**src/rtl/writeback_arbiter_if.sv**
```systemverilog
// Bundle of the ALU, FPU, register-file and decode-query signals around writeback_arbiter.
// Optional q_data is present only when WB_FORWARD_EN is defined.
interface writeback_arbiter_if #(
    parameter int DATA_W = 32,
    parameter int ADDR_W = 6
);
    // Handshakes: the ALU result is taken at a posedge when alu_valid=1 and wb_stall=0;
    // otherwise the ALU keeps presenting it. An FPU result transfers at a posedge when
    // fpu_valid=1 and fpu_ready=1; the FPU holds it stable until then.
    logic              alu_valid;
    logic [ADDR_W-1:0] alu_reg;
    logic              alu_float;
    logic [DATA_W-1:0] alu_data;
    logic              wb_stall;
    logic              fpu_valid;
    logic              fpu_ready;
    logic [ADDR_W-1:0] fpu_reg;
    logic              fpu_float;
    logic [DATA_W-1:0] fpu_data;
    logic [ADDR_W-1:0] writeReg;
    logic [DATA_W-1:0] writeData;
    logic              regWrite;
    logic              float;
    logic [ADDR_W-1:0] q_reg;
    logic              q_float;
    logic              q_pending;
`ifdef WB_FORWARD_EN
    logic [DATA_W-1:0] q_data;
`endif

    modport slave (
        input  alu_valid, alu_reg, alu_float, alu_data,
        input  fpu_valid, fpu_reg, fpu_float, fpu_data,
        input  q_reg, q_float,
        output wb_stall, fpu_ready, writeReg, writeData, regWrite, float,
`ifdef WB_FORWARD_EN
        output q_data,
`endif
        output q_pending
    );

    modport master (
        output alu_valid, alu_reg, alu_float, alu_data,
        output fpu_valid, fpu_reg, fpu_float, fpu_data,
        output q_reg, q_float,
        input  wb_stall, fpu_ready, writeReg, writeData, regWrite, float,
`ifdef WB_FORWARD_EN
        input  q_data,
`endif
        input  q_pending
    );
endinterface

```
**src/rtl/writeback_arbiter.sv**
```systemverilog
// Writeback arbiter: merges ALU results and FIFO-buffered FPU results into one register-file write
// per cycle, with starvation relief for the FIFO. Define WB_FORWARD_EN to add q_data forwarding.
module writeback_arbiter #(
    parameter int DATA_W     = 32,
    parameter int ADDR_W     = 6,
    parameter int FIFO_DEPTH = 4,
    parameter int STARVE_MAX = 3
) (
    input logic              clk,
    input logic              rst_n,
    writeback_arbiter_if.slave wb
);
    localparam int PTR_W = $clog2(FIFO_DEPTH);
    localparam int CNT_W = PTR_W + 1;
    localparam int ST_W  = $clog2(STARVE_MAX + 1);

    typedef struct packed {
        logic              flt;
        logic [ADDR_W-1:0] idx;
        logic [DATA_W-1:0] data;
    } entry_t;

    entry_t            fifo_q [FIFO_DEPTH];
    logic [PTR_W-1:0]  wr_ptr_q, wr_ptr_d, rd_ptr_q, rd_ptr_d;
    logic [CNT_W-1:0]  count_q, count_d;
    logic [ST_W-1:0]   starve_q, starve_d;
    logic              stall_q, stall_d;
    entry_t            out_q, out_d;
    logic              we_q, we_d;
    logic              push, pop, fifo_empty;
    logic [PTR_W-1:0]  slot;
    logic              pending;
`ifdef WB_FORWARD_EN
    logic [DATA_W-1:0] fwd;
`endif

    assign fifo_empty = (count_q == '0);
    // Ready is a pure function of the registered count, so a full FIFO refuses even in a pop cycle.
    assign wb.fpu_ready = (count_q < CNT_W'(FIFO_DEPTH));
    assign push = wb.fpu_valid && wb.fpu_ready;

    always_comb begin
        pop      = 1'b0;
        stall_d  = 1'b0;
        starve_d = starve_q;
        out_d    = out_q;
        we_d     = 1'b0;
        if (wb.alu_valid && !stall_q) begin
            out_d = {wb.alu_float, wb.alu_reg, wb.alu_data};
            we_d  = 1'b1;
            if (fifo_empty) begin
                starve_d = '0;
            end else if (starve_q == ST_W'(STARVE_MAX - 1)) begin
                stall_d = 1'b1;
            end else begin
                starve_d = starve_q + 1'b1;
            end
        end else if (!fifo_empty) begin
            out_d    = fifo_q[rd_ptr_q];
            we_d     = 1'b1;
            pop      = 1'b1;
            starve_d = '0;
        end
        // Integer r0 is hardwired: the slot is consumed but nothing is written.
        if (!out_d.flt && out_d.idx == '0) begin
            we_d = 1'b0;
        end
        count_d  = count_q + CNT_W'(push) - CNT_W'(pop);
        wr_ptr_d = wr_ptr_q + PTR_W'(push);
        rd_ptr_d = rd_ptr_q + PTR_W'(pop);
    end

    always_ff @(posedge clk or negedge rst_n) begin
        if (!rst_n) begin
            wr_ptr_q <= '0;
            rd_ptr_q <= '0;
            count_q  <= '0;
            starve_q <= '0;
            stall_q  <= 1'b0;
            out_q    <= '0;
            we_q     <= 1'b0;
        end else begin
            wr_ptr_q <= wr_ptr_d;
            rd_ptr_q <= rd_ptr_d;
            count_q  <= count_d;
            starve_q <= starve_d;
            stall_q  <= stall_d;
            out_q    <= out_d;
            we_q     <= we_d;
        end
    end

    // Storage needs no reset; entries are only meaningful below count_q.
    always_ff @(posedge clk) begin
        if (push) begin
            fifo_q[wr_ptr_q] <= {wb.fpu_float, wb.fpu_reg, wb.fpu_data};
        end
    end

    // Walk head to tail so the youngest FIFO match wins, then let the output register override.
    always_comb begin
        pending = 1'b0;
        slot    = '0;
`ifdef WB_FORWARD_EN
        fwd     = '0;
`endif
        for (int k = 0; k < FIFO_DEPTH; k++) begin
            slot = rd_ptr_q + PTR_W'(k);
            if (CNT_W'(k) < count_q && fifo_q[slot].idx == wb.q_reg && fifo_q[slot].flt == wb.q_float) begin
                pending = 1'b1;
`ifdef WB_FORWARD_EN
                fwd     = fifo_q[slot].data;
`endif
            end
        end
        if (we_q && out_q.idx == wb.q_reg && out_q.flt == wb.q_float) begin
            pending = 1'b1;
`ifdef WB_FORWARD_EN
            fwd     = out_q.data;
`endif
        end
    end

    assign wb.q_pending = pending;
`ifdef WB_FORWARD_EN
    assign wb.q_data    = fwd;
`endif
    assign wb.writeReg  = out_q.idx;
    assign wb.writeData = out_q.data;
    assign wb.float     = out_q.flt;
    assign wb.regWrite  = we_q;
    assign wb.wb_stall  = stall_q;
endmodule

```
**src/flat_wrapper.sv**
```systemverilog
// flat-port wrapper written by rule: the top's interface ports become plain ports
module writeback_arbiter_flat 
#(
    parameter int DATA_W     = 32,
    parameter int ADDR_W     = 6,
    parameter int FIFO_DEPTH = 4,
    parameter int STARVE_MAX = 3
)
  (clk, rst_n, wb_alu_valid, wb_alu_reg, wb_alu_float, wb_alu_data, wb_fpu_valid, wb_fpu_reg, wb_fpu_float, wb_fpu_data, wb_q_reg, wb_q_float, wb_wb_stall, wb_fpu_ready, wb_writeReg, wb_writeData, wb_regWrite, wb_float, wb_q_pending);
  writeback_arbiter_if #(.DATA_W(DATA_W), .ADDR_W(ADDR_W)) wb_i ();
  input logic clk;
  input logic rst_n;
  input wire logic [$bits(wb_i.alu_valid)-1:0] wb_alu_valid;
  input wire logic [$bits(wb_i.alu_reg)-1:0] wb_alu_reg;
  input wire logic [$bits(wb_i.alu_float)-1:0] wb_alu_float;
  input wire logic [$bits(wb_i.alu_data)-1:0] wb_alu_data;
  input wire logic [$bits(wb_i.fpu_valid)-1:0] wb_fpu_valid;
  input wire logic [$bits(wb_i.fpu_reg)-1:0] wb_fpu_reg;
  input wire logic [$bits(wb_i.fpu_float)-1:0] wb_fpu_float;
  input wire logic [$bits(wb_i.fpu_data)-1:0] wb_fpu_data;
  input wire logic [$bits(wb_i.q_reg)-1:0] wb_q_reg;
  input wire logic [$bits(wb_i.q_float)-1:0] wb_q_float;
  output wire logic [$bits(wb_i.wb_stall)-1:0] wb_wb_stall;
  output wire logic [$bits(wb_i.fpu_ready)-1:0] wb_fpu_ready;
  output wire logic [$bits(wb_i.writeReg)-1:0] wb_writeReg;
  output wire logic [$bits(wb_i.writeData)-1:0] wb_writeData;
  output wire logic [$bits(wb_i.regWrite)-1:0] wb_regWrite;
  output wire logic [$bits(wb_i.float)-1:0] wb_float;
  output wire logic [$bits(wb_i.q_pending)-1:0] wb_q_pending;
  assign wb_i.alu_valid = wb_alu_valid;
  assign wb_i.alu_reg = wb_alu_reg;
  assign wb_i.alu_float = wb_alu_float;
  assign wb_i.alu_data = wb_alu_data;
  assign wb_i.fpu_valid = wb_fpu_valid;
  assign wb_i.fpu_reg = wb_fpu_reg;
  assign wb_i.fpu_float = wb_fpu_float;
  assign wb_i.fpu_data = wb_fpu_data;
  assign wb_i.q_reg = wb_q_reg;
  assign wb_i.q_float = wb_q_float;
  assign wb_wb_stall = wb_i.wb_stall;
  assign wb_fpu_ready = wb_i.fpu_ready;
  assign wb_writeReg = wb_i.writeReg;
  assign wb_writeData = wb_i.writeData;
  assign wb_regWrite = wb_i.regWrite;
  assign wb_float = wb_i.float;
  assign wb_q_pending = wb_i.q_pending;
  writeback_arbiter #(.DATA_W(DATA_W), .ADDR_W(ADDR_W), .FIFO_DEPTH(FIFO_DEPTH), .STARVE_MAX(STARVE_MAX)) u_core (.clk(clk), .rst_n(rst_n), .wb(wb_i));
endmodule
```
**config.mk**
```make
export PLATFORM = sky130hd
export DESIGN_NAME = writeback_arbiter_flat
export DESIGN_NICKNAME = d
export VERILOG_FILES = /design/src/rtl/writeback_arbiter_if.sv /design/src/rtl/writeback_arbiter.sv /design/src/flat_wrapper.sv
export SDC_FILE = /design/constraint.sdc
export NUM_CORES = 1
export LEC_CHECK = 0
export CORE_UTILIZATION = 55
export DETAILED_ROUTE_END_ITERATION = 12
export GPL_ROUTABILITY_DRIVEN = 0
export PLACE_DENSITY_LB_ADDON = 0.15
export SYNTH_ARGS = -nofsm -noshare
export SYNTH_HDL_FRONTEND = slang
export SYNTH_SLANG_ARGS = --single-unit
```
**constraint.sdc**
```tcl
create_clock -name clk -period 9.85 [get_ports clk]
set_input_delay 1.4775 -clock clk [delete_from_list [all_inputs] [get_ports clk]]
set_output_delay 1.4775 -clock clk [all_outputs]
set_load 0.03 [all_outputs]
```
==> reports/qor_table.md <==
| Stage | Item | This run |
| --- | --- | --- |
| yosys | Yosys synthesis warning count | 0 |
| power | Sequential cell fraction of total power | 40.2% |
| power | Portion of total power attributed to the clock network | 24.2% |
| yosys | Post-synthesis cell area | 8897 µm² |
| global route | Initial antenna violation count | 0 |
| setup path | CP Cell Sequence | clkdlybuf4s50_1 -> xor2_1 -> nor2_1 -> a2111oi_0 -> a41oi_1 -> nand3_1 -> clkdlybuf4s50_1 |
| setup path | Crit path kind | primary input to output pin |
| route | Average wire per standard cell | 20.22 µm |
| setup path | CP max stage delay | 0.67 ns |
| route | DRT Pass-1 Iters | 5 |
| cts | Worst-Skew Late Latency | 0.50 ns |
| cts | Number of buffers inserted by post-CTS setup repair | 0 |
| cells and area | Antenna diodes | 0 |
| setup path | Critical-path cell with the highest stage delay | sky130_fd_sc_hd__clkdlybuf4s50_1 |
| cts | Count of hold buffers inserted by post-cts repair | 0 |
| sta | Final hold violation count | 0 |
| setup path | Capturing element type of the critical path | output pin |
| yosys | Fraction of post-synthesis cell area in the top cell type by area | 52.65% |
| sta | Fin Clk Skew | 0.02305 ns |
| setup path | CP startpoint kind | primary input |
| cells and area | Number of fill cells in the layout | 1052 |
| global route | Vias in the first global route | 5490 |
| power | Switching power total | 0.001123 W |
| power | PwrDens | 295.4 nW/µm² |
| yosys | Top cells by area, synth | sky130_fd_sc_hd__edfxtp_1 53%, sky130_fd_sc_hd__dfrtp_1 14%, sky130_fd_sc_hd__mux4_2 10% |
| cts | TritonCTS Sinks | 206 |
| yosys | Leading cell type by number of instances after synthesis | sky130_fd_sc_hd__edfxtp_1 |
| global route | First-pass GRT wire length | 29.08 mm |
| route | Vias | 5384 |
| power | Internal power | 0.002145 W |
| cells and area | Core Util, Final | 69.91% |
| global route | Grt ovf | 0 |
| yosys | Post-synth top area cell | sky130_fd_sc_hd__edfxtp_1 |
| floorplan | Core box area | 15830 µm² |
| cts | Clock buffers created by TritonCTS | 21 |
| yosys | Synth Register Bits | 206 |
| yosys | Cells after synthesis | 579 |
| sta | Remaining max-slew budget at the tightest pin | 26.41% |
| yosys | Portion of the post-synthesis area used by sequential elements | 66.71% |
| cells and area | Fraction of final layout cells with drive strength greater than 1 | 13.11% |
| sta | Unrepaired setup endpoints after global routing | false |
| sta | Min cycle time layout | 5.313 ns |
| global route | Total routing usage reported by global routing | 23.31% |
| cells and area | Area growth from synthesis to layout | 24.36% |
| yosys | Commonest cells post-synth | 156 x sky130_fd_sc_hd__edfxtp_1, 77 x sky130_fd_sc_hd__nand2_1, 50 x sky130_fd_sc_hd__dfrtp_1, 43 x sky130_fd_sc_hd__nor2_1, 41 x sky130_fd_sc_hd__mux4_2 |
| sta | Endpoints failing setup | 0 |
| sta | Max frequency | 188.2 MHz |
| route | Violation count after the first detailed-route iteration | 301 |
| sta | Worst slew pin tran | 1.104 ns |
| route | Post-DR vias/cell | 5.771 |
| cts | TritonCTS clock tree | yes |
| cts | Root Buffer Master | sky130_fd_sc_hd__clkbuf_16 |
| route | Antenna Nets Post-Route | 0 |
| sta | Final worst-path cycle share | 53.94% |
| setup path | Endpoint required time on the critical path | 8.37 ns |
| placement | Total of buffers placed on input and output ports | 131 |
| flow run | Max-cap viol count | 0 |
| global route | Largest net degree at the start of global routing | 77 |
| yosys | Primary FF master, synth | sky130_fd_sc_hd__edfxtp_1 |
| power | Switching Fraction | 34.35% |
| yosys | Number of synthesized flops with an enable pin | 156 |
| cts | Worst-case clock buffer depth | 3 |
| cts | H-tree Lvls | 1 |
| route | DR DRC count | 0 |
| sta | Sum of negative setup slack | 0 ns |
| floorplan | Standard-cell row count | 46 |
| yosys | Per-instance average area after synthesis | 15.37 µm² |
| setup path | Critical path peak fanout | 6 |
| setup path | Data arrival time of the critical path | 3.84 ns |
| cts | Number of instances resized during post-cts repair | 0 |
| cts | Clock-pin slew reported for the worst setup and hold paths after clock tree synthesis | 0.06 ns |
| floorplan | Die height | 129.2 µm |
| yosys | Number of nets in the synthesized netlist | 676 |
| yosys | Number of different library cells in the post-synthesis netlist | 41 |
| floorplan | Area enclosed by the die boundary | 16690 µm² |
| setup path | Crit path top cell by count | sky130_fd_sc_hd__clkdlybuf4s50_1 |
| power | Maximum VDD drop | 0.1910 mV |
| worst hold path | Hold/Removal Path Class | flop to flop |
| sta | Slew Limit Fails | 0 |
| run status | Result of the run | finished, final reports clean |
| power | Share of power burned in combinational logic | 35.6% |
| yosys | Fraction of synthesis flops using an asynchronous set or reset pin | 24.27% |
| floorplan | Initial Utilization | 56.21% |
| floorplan | Boundary Pins | 132 |
| cells and area | Layout Nets | 799 |
| floorplan | Width of the chip | 129.2 µm |
| power | Leakage dissipation | 3.962 nW |
| placement | HPWL after detailed placement | 11.62 mm |
| route | Final WL | 18.87 mm |
==> cell type report <==
| class | count | area (µm²) | area share (%) |
|---|---|---|---|
| Clock buffer | 28 | 581.8 | 5.258 |
| Clock inverter | 10 | 113.9 | 1.029 |
| Inverter | 7 | 26.28 | 0.2375 |
| Multi-Input combinational cell | 328 | 2770 | 25.04 |
| Sequential cell | 206 | 5943 | 53.71 |
| Tap cell | 216 | 270.3 | 2.443 |
| Timing Repair Buffer | 138 | 1359 | 12.28 |
==> worst paths after layout <==
| path | slack, ns | to | startpoint | depth (start not counted) |
|---|---|---|---|---|
| min in group asynchronous | 1.10 | u_core.wb.writeData[27]$_DFFE_PN0P_ | rst_n | 2 |
| setup reg to reg | 7.20 | u_core.wb.regWrite$_DFF_PN0_ | u_core.count_q[2]$_DFF_PN0_ | 6 |
| hold / removal | 0.53 | u_core.starve_q[1]$_DFFE_PN0P_ | u_core.starve_q[1]$_DFFE_PN0P_ | 2 |
| setup / recovery | 4.54 | wb_q_pending | wb_q_reg[0] | 7 |
| max in group asynchronous | 8.20 | u_core.rd_ptr_q[0]$_DFF_PN0_ | rst_n | 2 |
| hold reg to reg | 0.53 | u_core.starve_q[1]$_DFFE_PN0P_ | u_core.starve_q[1]$_DFFE_PN0P_ | 2 |
==> state kept, by name (all words and copies together) (netlist names) <==
register / cells
u_core.wb.regWrite: 1
u_core.wb.writeReg: 6
u_core.wb.writeData: 32
u_core.wr_ptr_q: 2
u_core.starve_q: 2
u_core.rd_ptr_q: 2
u_core.count_q: 3
u_core.fifo_q: 156
u_core.wb.float: 1
u_core.wb.wb_stall: 1
==> critical path: cells and delay by family <==
kind / cells / cell delay [ns]
buf+inv: 2 / 1.34
simple gates: 2 / 0.17
compound gates: 2 / 0.62
xor+xnor: 1 / 0.23
==> cells by family (layout without fill, tap and decap cells) <==
logic type | Yosys count | after routing | share of synthesized area [%]
adders and majority gates | 8 | 8 | 1.209
xor gates and xnor gates | 38 | 38 | 3.741
buffers and inverters | 45 | 183 | 2.475
AOI/OAI and AO/OA | 64 | 64 | 4.570
DFF | 206 | 206 | 66.71
muxes | 75 | 75 | 14.61
and+or+nand+nor | 143 | 143 | 6.680
==> metal layers <==
| layer | global-route usage, % | part of all wire [%] | vias to the layer above |
|---|---|---|---|
| li1 | - | - | 2440 |
| met1 | 31.03 | 42 | 2706 |
| met2 | 38.30 | 49 | 200 |
| met3 | 4.913 | 6.2 | 38 |
| met4 | 8.443 | 2.8 | 0 |
| met5 | 0 | 0 | - |
==> power by group through the flow <==
| stage | clock (W) | combinational [W] | sequential (W) |
|---|---|---|---|
| floorplan | 0 | 0.000724 | 0.00137 |
| global placement | 0 | 0.00115 | 0.00132 |
| detailed placement | 0 | 0.00117 | 0.00133 |
| CTS | 0.000807 | 0.00117 | 0.00131 |
| global route | 0.000841 | 0.00125 | 0.00134 |
| finish | 0.000791 | 0.00116 | 0.00131 |
==> cells in the final DEF, fill, tap and decap left out, types with 2 or more instances in the layout <==
cell	n
sky130_fd_sc_hd__mux4_1	2
sky130_fd_sc_hd__bufinv_16	2
sky130_fd_sc_hd__nor2b_1	2
sky130_fd_sc_hd__nor4_1	4
sky130_fd_sc_hd__nor2_1	42
sky130_fd_sc_hd__a21oi_1	13
sky130_fd_sc_hd__ha_1	7
sky130_fd_sc_hd__mux2_2	3
sky130_fd_sc_hd__o21ai_0	3
sky130_fd_sc_hd__a21o_1	2
sky130_fd_sc_hd__buf_4	7
sky130_fd_sc_hd__clkbuf_8	3
sky130_fd_sc_hd__dfrtp_4	2
sky130_fd_sc_hd__o211ai_1	4
sky130_fd_sc_hd__edfxtp_1	156
sky130_fd_sc_hd__clkbuf_16	21
sky130_fd_sc_hd__a31oi_1	34
sky130_fd_sc_hd__mux2i_1	29
sky130_fd_sc_hd__nand3_1	5
sky130_fd_sc_hd__clkinvlp_4	3
sky130_fd_sc_hd__inv_1	7
sky130_fd_sc_hd__a2111oi_0	2
sky130_fd_sc_hd__nand2_1	77
sky130_fd_sc_hd__dfrtp_1	48
sky130_fd_sc_hd__mux4_2	41
sky130_fd_sc_hd__xor2_1	20
sky130_fd_sc_hd__clkdlybuf4s50_1	130
sky130_fd_sc_hd__xnor2_1	18
sky130_fd_sc_hd__clkbuf_1	4
sky130_fd_sc_hd__clkinv_2	2
sky130_fd_sc_hd__nand4_1	3
==> metrics by stage <==
| stage | hold slack, ns | instance area (µm²) | setup WS, ns | power (W) | std cells |
|---|---|---|---|---|---|
| after global routing | 0.5572 | 11060 | 4.347 | 0.003433 | 933 |
| after CTS | 0.5290 | 11060 | 4.524 | 0.003296 | 933 |
| final | 0.5287 | 11060 | 4.537 | 0.003268 | 933 |
| after global placement | 0.4578 | 10370 | 4.623 | 0.002462 | 895 |
| after detailed placement | 0.5157 | 10370 | 4.529 | 0.002497 | 895 |
| after floorplan | 0.4454 | 8897 | 4.692 | 0.002097 | 579 |
No activity file was read; power rests on OpenSTA's default activity.
